<file path="src/rtl/wbarb_pkg.sv">
// wbarb_pkg: shared writeback types, sizing and the squash-order helper.
//   exe_bundle_t : functional-unit result (opid[15] = valid)
//   red_bundle_t : redirect (opid[15] = valid, topid = oldest in-flight ID)
//   younger()    : true when a valid opid lies after a valid redirect point
package wbarb_pkg;

    localparam int unsigned NFU   = 4;
    localparam int unsigned EWD   = 2;
    localparam int unsigned WBW   = 2;
    localparam int unsigned OPSZ  = 64;
    localparam int unsigned NSLOT = NFU * EWD;
    localparam int unsigned PTRW  = $clog2(NSLOT);
    localparam int unsigned OPIDW = 16;
    localparam int unsigned RDW   = 6;
    localparam int unsigned DATAW = 64;
    localparam int unsigned CNTW  = 32;

    typedef struct packed {
        logic [OPIDW-1:0] opid;
        logic [RDW-1:0]   rd;
        logic [DATAW-1:0] data;
    } exe_bundle_t;

    typedef struct packed {
        logic [OPIDW-1:0] opid;
        logic [OPIDW-1:0] topid;
        logic [DATAW-1:0] tgt;
    } red_bundle_t;

    // Age is measured as distance from topid inside the opsz-wide ID ring.
    function automatic logic younger(input logic [OPIDW-1:0] opid,
                                     input red_bundle_t       redir,
                                     input int unsigned       opsz);
        logic [OPIDW-1:0] mask;
        logic [OPIDW-1:0] d_op;
        logic [OPIDW-1:0] d_rd;
        mask = OPIDW'(opsz - 1);
        d_op = (opid - redir.topid) & mask;
        d_rd = (redir.opid - redir.topid + OPIDW'(1)) & mask;
        return redir.opid[OPIDW-1] && opid[OPIDW-1] && (d_op >= d_rd);
    endfunction

endpackage

</file>
<file path="src/rtl/wbarb_pick.sv">
// wbarb_pick: rotate-and-pick-first-W selector.
//   live_i     : candidates eligible for a grant
//   rrptr_i    : scan start index
//   gnt_o      : granted candidates
//   lane_vld_o : lane j carries a grant
//   lane_idx_o : source index per lane, packed in scan order
//   last_o     : index of the final grant in scan order
//   any_o      : at least one grant
module wbarb_pick #(
    parameter  int unsigned N  = 8,
    parameter  int unsigned W  = 2,
    localparam int unsigned PW = $clog2(N),
    localparam int unsigned CW = $clog2(W + 1)
) (
    input  logic [N-1:0]         live_i,
    input  logic [PW-1:0]        rrptr_i,
    output logic [N-1:0]         gnt_o,
    output logic [W-1:0]         lane_vld_o,
    output logic [W-1:0][PW-1:0] lane_idx_o,
    output logic [PW-1:0]        last_o,
    output logic                 any_o
);

    // Scan position i maps to candidate (rrptr + i) mod N.
    always_comb begin
        logic [2*N-1:0] rot;
        logic [PW:0]    pos;
        logic [CW-1:0]  cnt;
        gnt_o      = '0;
        lane_vld_o = '0;
        lane_idx_o = '0;
        last_o     = '0;
        any_o      = 1'b0;
        cnt        = '0;
        pos        = '0;
        rot        = {live_i, live_i} >> rrptr_i;
        for (int unsigned i = 0; i < N; i++) begin
            pos = {1'b0, rrptr_i} + (PW+1)'(i);
            if (pos >= (PW+1)'(N)) begin
                pos = pos - (PW+1)'(N);
            end
            if (rot[i] && (cnt < CW'(W))) begin
                gnt_o = gnt_o | (N'(1) << pos);
                for (int unsigned j = 0; j < W; j++) begin
                    if (cnt == CW'(j)) begin
                        lane_vld_o[j] = 1'b1;
                        lane_idx_o[j] = pos[PW-1:0];
                    end
                end
                last_o = pos[PW-1:0];
                any_o  = 1'b1;
                cnt    = cnt + CW'(1);
            end
        end
    end

endmodule

</file>
<file path="src/rtl/wbarb.sv">
// wbarb: writeback arbiter. Claims up to WBW live FU results per cycle in
// round-robin order, claims and drops redirect-squashed results, and
// registers grants onto the writeback bus.
//   clk, rst : clock, asynchronous active-high reset
//   redir    : redirect bundle
//   resp     : FU result slots [NFU][EWD]
//   stall    : writeback consumer not accepting
//   claim    : combinational per-slot take
//   wb       : registered writeback lanes
// Optional statistics (macro WBARB_STAT_EN): wb_cnt forwarded results,
// sq_cnt squashed claims.
module wbarb
    import wbarb_pkg::*;
(
    input  logic                            clk,
    input  logic                            rst,
    input  red_bundle_t                     redir,
    input  exe_bundle_t [NFU-1:0][EWD-1:0]  resp,
    input  logic                            stall,
    output logic        [NFU-1:0][EWD-1:0]  claim,
    output exe_bundle_t [WBW-1:0]           wb
`ifdef WBARB_STAT_EN
    ,
    output logic [CNTW-1:0]                 wb_cnt,
    output logic [CNTW-1:0]                 sq_cnt
`endif
);

    exe_bundle_t [NSLOT-1:0]         cand;
    logic        [NSLOT-1:0]         sq;
    logic        [NSLOT-1:0]         live;
    logic        [NSLOT-1:0]         gnt;
    logic        [WBW-1:0]           lane_vld;
    logic        [WBW-1:0][PTRW-1:0] lane_idx;
    logic        [PTRW-1:0]          last_idx;
    logic                            any_gnt;

    exe_bundle_t [WBW-1:0]           wb_q, wb_d;
    logic        [PTRW-1:0]          rrptr_q, rrptr_d;

    // Flatten slots (k = f*EWD + e) and split into squashed / live.
    always_comb begin
        cand = '0;
        sq   = '0;
        live = '0;
        for (int unsigned f = 0; f < NFU; f++) begin
            for (int unsigned e = 0; e < EWD; e++) begin
                cand[f*EWD+e] = resp[f][e];
            end
        end
        for (int unsigned k = 0; k < NSLOT; k++) begin
            sq[k]   = younger(cand[k].opid, redir, OPSZ);
            live[k] = cand[k].opid[OPIDW-1] && !sq[k] && !stall;
        end
    end

    wbarb_pick #(
        .N (NSLOT),
        .W (WBW)
    ) u_pick (
        .live_i     (live),
        .rrptr_i    (rrptr_q),
        .gnt_o      (gnt),
        .lane_vld_o (lane_vld),
        .lane_idx_o (lane_idx),
        .last_o     (last_idx),
        .any_o      (any_gnt)
    );

    // Squashed slots are claimed even under stall; live ones only when granted.
    always_comb begin
        claim = '0;
        for (int unsigned f = 0; f < NFU; f++) begin
            for (int unsigned e = 0; e < EWD; e++) begin
                claim[f][e] = sq[f*EWD+e] | gnt[f*EWD+e];
            end
        end
    end

    // Stall holds the bus but still kills held lanes behind a redirect.
    always_comb begin
        wb_d    = wb_q;
        rrptr_d = rrptr_q;
        if (stall) begin
            for (int unsigned j = 0; j < WBW; j++) begin
                if (younger(wb_q[j].opid, redir, OPSZ)) begin
                    wb_d[j].opid = '0;
                end
            end
        end else begin
            wb_d = '0;
            for (int unsigned j = 0; j < WBW; j++) begin
                if (lane_vld[j]) begin
                    wb_d[j] = cand[lane_idx[j]];
                end
            end
            if (any_gnt) begin
                rrptr_d = (last_idx == PTRW'(NSLOT - 1)) ? '0 : last_idx + PTRW'(1);
            end
        end
    end

    always_ff @(posedge clk or posedge rst) begin
        if (rst) begin
            wb_q    <= '0;
            rrptr_q <= '0;
        end else begin
            wb_q    <= wb_d;
            rrptr_q <= rrptr_d;
        end
    end

    assign wb = wb_q;

`ifdef WBARB_STAT_EN
    logic [CNTW-1:0] wb_cnt_q, wb_cnt_d;
    logic [CNTW-1:0] sq_cnt_q, sq_cnt_d;

    // Per-cycle increments; counters wrap naturally.
    always_comb begin
        wb_cnt_d = wb_cnt_q;
        sq_cnt_d = sq_cnt_q;
        for (int unsigned j = 0; j < WBW; j++) begin
            wb_cnt_d = wb_cnt_d + CNTW'(lane_vld[j]);
        end
        for (int unsigned k = 0; k < NSLOT; k++) begin
            sq_cnt_d = sq_cnt_d + CNTW'(sq[k]);
        end
    end

    always_ff @(posedge clk or posedge rst) begin
        if (rst) begin
            wb_cnt_q <= '0;
            sq_cnt_q <= '0;
        end else begin
            wb_cnt_q <= wb_cnt_d;
            sq_cnt_q <= sq_cnt_d;
        end
    end

    assign wb_cnt = wb_cnt_q;
    assign sq_cnt = sq_cnt_q;
`endif

endmodule

</file>
<file path="config.mk">
export PLATFORM = sky130hd
export DESIGN_NAME = wbarb
export DESIGN_NICKNAME = d
export VERILOG_FILES = /design/src/rtl/wbarb_pkg.sv /design/src/rtl/wbarb_pick.sv /design/src/rtl/wbarb.sv
export SDC_FILE = /design/constraint.sdc
export NUM_CORES = 1
export LEC_CHECK = 0
export ABC_AREA = 1
export CAP_MARGIN = 20
export CORE_AREA = 5 5 372 374
export DETAILED_ROUTE_END_ITERATION = 6
export DIE_AREA = 0 0 377 379
export GPL_ROUTABILITY_DRIVEN = 0
export PLACE_DENSITY_LB_ADDON = 0.15
export SYNTH_ARGS = -nofsm -noshare
export SYNTH_HDL_FRONTEND = slang
export SYNTH_SLANG_ARGS = --single-unit
</file>
<file path="constraint.sdc">
create_clock -name clk -period 11.2 [get_ports clk]
set_input_delay 2.24 -clock clk [delete_from_list [all_inputs] [get_ports clk]]
set_output_delay 2.24 -clock clk [all_outputs]
set_load 0.02 [all_outputs]
</file>
==> summary.md <==
| Metric | Value |
|---|---|
| Status | `completed` |
| Clock Sinks | `175` |
| CTS root buf | `clkbuf_16` |
| Worst-margin pin slew | `0.9413 ns` |
| Share of post-route cells with drive strength above 1 | `0.06894` |
| Synthesized area per cell | `around 5.4 um2` |
| # H-tree levels | `4` |
| Buf/Inv on CP | `15` |
| GRT overflow | `0` |
| Count leader, synth | `nand3_1` |
| Initial Util | `0.2103` |
| Clock skew | `between 0.02 and 0.025 ns` |
| Initial antenna violation count | `between 60 and 70` |
| Worst relative slew slack | `0.3725` |
| Hold EP | `wb[139]` |
| Worst skew pair latency | `about 0.57 ns` |
| Final Cycle Share | `0.9668` |
| DRC | `0` |
| DP Wirelength | `138.6 mm` |
| Critical path depth | `48` |
| Largest net degree at the start of global routing | `111` |
| Worst reg2reg path depth | `39` |
| CP Launch Point | `redir[81]` |
| Final hold vios | `0` |
| Crit-path max FO | `8` |
| FILL cells | `about 15000` |
| Syn Nets | `6127` |
| GRT Total Usage | `0.2544` |
| Die Ht | `379 um` |
| Total CTS buffers | `17` |
| Crit path top cell by count | `nand2_2` |
| Number of DRC violations after detailed-routing iteration 0 | `4550` |
| Worst reg2reg path endpoint | `wb[118]` |
| First-pass DRT Iterations | `7` |
| Width of the chip | `377 um` |
| First-pass GRT wire length | `approximately 270 mm` |
| RR Startpoint | `rrptr_q[1]` |
| Cells after synthesis | `5202` |
| Yosys Warn Count | `0` |
| Post-route ant nets | `0` |
| Die Area | `142900 um2` |
| Minimum clock period | `about 11 ns` |
| I/O pin count | `967` |
| WP data arrival | `approximately 8.6 ns` |
| Synth area leader | `nand3_1` |
| Kind of critical path | `primary input to output port` |
| Core area | `between 100000 and 150000 um2` |
| Worst path slowest cell | `clkdlybuf4s50_1` |
| Setup WS post-layout | `around 0.37 ns` |
| Row cnt | `135` |
| Worst Setup Start Kind | `primary input` |
| Drt total wl | `192.8 mm` |
| Fmax | `slightly above 90 MHz` |
| # setup viols final | `0` |
| Distinct cells, synth | `50` |
| Worst EP required | `about 9 ns` |
| Hold Path Stages | `2` |
| Synth area leaders | `nand3_1, nand2_1, dfrtp_1, inv_1, ha_1` |
| Crit path max-delay family | `adder cells` |
| Hold path start | `wb[139]` |
| Bufs on Longest Clock Path | `2` |
| Critical Path Sink Type | `output port` |
| Design area | `roughly 41000 um2` |
| Nets | `6888` |
| Async S/R FF share, synth | `1.000` |
| Top cells by count, synth | `nand3_1, nand2_1, inv_1` |
| Vias | `slightly below 40000` |
| Worst-path clk slew | `around 0.090 ns` |
| Mapped cell area | `28320 um2` |
| Pre-CTS setup slack | `-0.6190 ns` |
| Vias in the first global route | `37774` |
| Top cell type's share of synthesized area | `0.3537` |
| Post-synth EDFFs | `0` |
| WL/cell | `approximately 25 um` |
| DP Area | `39970 um2` |
| FF+latch count, synth | `approximately 180` |
| Port Buffer Count | `883` |
| Slew Viols, Final | `0` |
| Crit-path max cell delay | `0.45 ns` |
| Prevailing post-synth register cell | `dfrtp_1` |
| Max-Cap Viols | `0` |
| TritonCTS clock tree | `built` |
| HP Class | `register to register` |
| Sequential share of the synthesized area | `0.1546` |
| Area Overhead vs Synth | `45.36%` |
| Mean number of vias per cell | `around 5.1` |
| R2R setup slack | `around 3.4 ns` |
state kept, by name (all words and copies together) (netlist names):
signal	count
wb	172
rrptr_q	3
cell families (layout without fill, tap and decap cells):
family / after synthesis / after routing / share of synthesized area
AO/OA/AOI/OAI: 139 / 139 / 0.03111
XOR/XNOR: 32 / 32 / 0.009898
adder cells (fa/ha/maj): 138 / 138 / 0.06389
buffers and inverters: 1220 / 1994 / 0.1791
flip-flops: 175 / 175 / 0.1546
other: 0 / 52 / 0
AND/OR/NAND/NOR: 3498 / 3498 / 0.5613
timing repair:
action	CTS	global route
endpoints found under the setup margin	8	8
pin swaps	3	25
buffers inserted	2	12
hold endpoints to repair	0	0
hold buffers	0	0
gates resized for setup	20	66
layout by cell type (no fill, tap or decap), types with 6 or more instances in the layout:
cell type,Yosys,final
nand2_1,1369,1346
buf_4,22,199
nand2_4,4,15
buf_12,0,49
dfrtp_1,175,175
nand3b_1,13,13
buf_6,21,7
clkbuf_16,0,17
nor2_1,64,63
nand4_1,12,12
xnor2_1,15,14
a31oi_1,10,9
inv_2,13,12
a21oi_1,57,55
fa_1,11,10
inv_6,0,7
clkdlybuf4s50_1,0,874
nand2_2,15,24
nand3_2,8,24
inv_1,814,809
nand3_4,1,6
xor2_1,17,17
o21ai_0,19,18
ha_1,127,115
o211ai_1,14,14
diode_2,0,52
nand3_1,2001,1980
ha_4,0,11
through the flow:
step / instances / util / hold slack (ns) / setup TNS [ns]
detailed placement: 7710 / 0.2969 / 0.4641 / -2.493
global placement: 7710 / 0.2969 / 0.4634 / -2.462
floorplan: 5202 / - / 0.5897 / 0
finish: 7809 / 0.3058 / 0.4823 / 0
global route: 7800 / 0.3056 / 0.4949 / -0.02975
CTS: 7744 / 0.3017 / 0.4871 / 0
final cells by class:
class	instances	area (um2)	share of cell area
Clock buffer	18	429.2	0.01043
Inverter	830	3142	0.07632
Sequential cell	175	4379	0.1064
Tap cell	1781	2228	0.05414
Antenna cell	52	130.1	0.003161
Timing Repair Buffer	1132	11330	0.2752
Clock inverter	14	141.4	0.003435
Multi-Input combinational cell	3807	19390	0.4710
per-layer routing:
| layer | vias to the layer above | part of all wire | GRT usage |
|---|---|---|---|
| met5 | - | 0.00021 | 0 |
| met4 | 6 | 0.043 | 0.1178 |
| met3 | 341 | 0.085 | 0.05561 |
| met2 | 2157 | 0.46 | 0.4075 |
| met1 | 18802 | 0.41 | 0.3265 |
| li1 | 18422 | - | - |
how the worst max path moves through the flow:
stage | endpoint
after floorplan | claim[3]
after global placement | claim[4]
after detailed placement | claim[4]
after CTS | claim[5]
after global routing | claim[5]
final | claim[5]
worst register-to-register path: cells and delay by family (launching register included):
kind / cells / cell delay, ns
flip-flops: 1 / 0.96
AND/OR/NAND/NOR: 18 / 2.27
AO/OA/AOI/OAI: 2 / 0.72
buffers and inverters: 14 / 2.41
adder cells (fa/ha/maj): 5 / 1.35
Power is left out: the tool's default activity adds up to more than one toggle a clock period on the data nets, which glitch-free logic cannot reach.
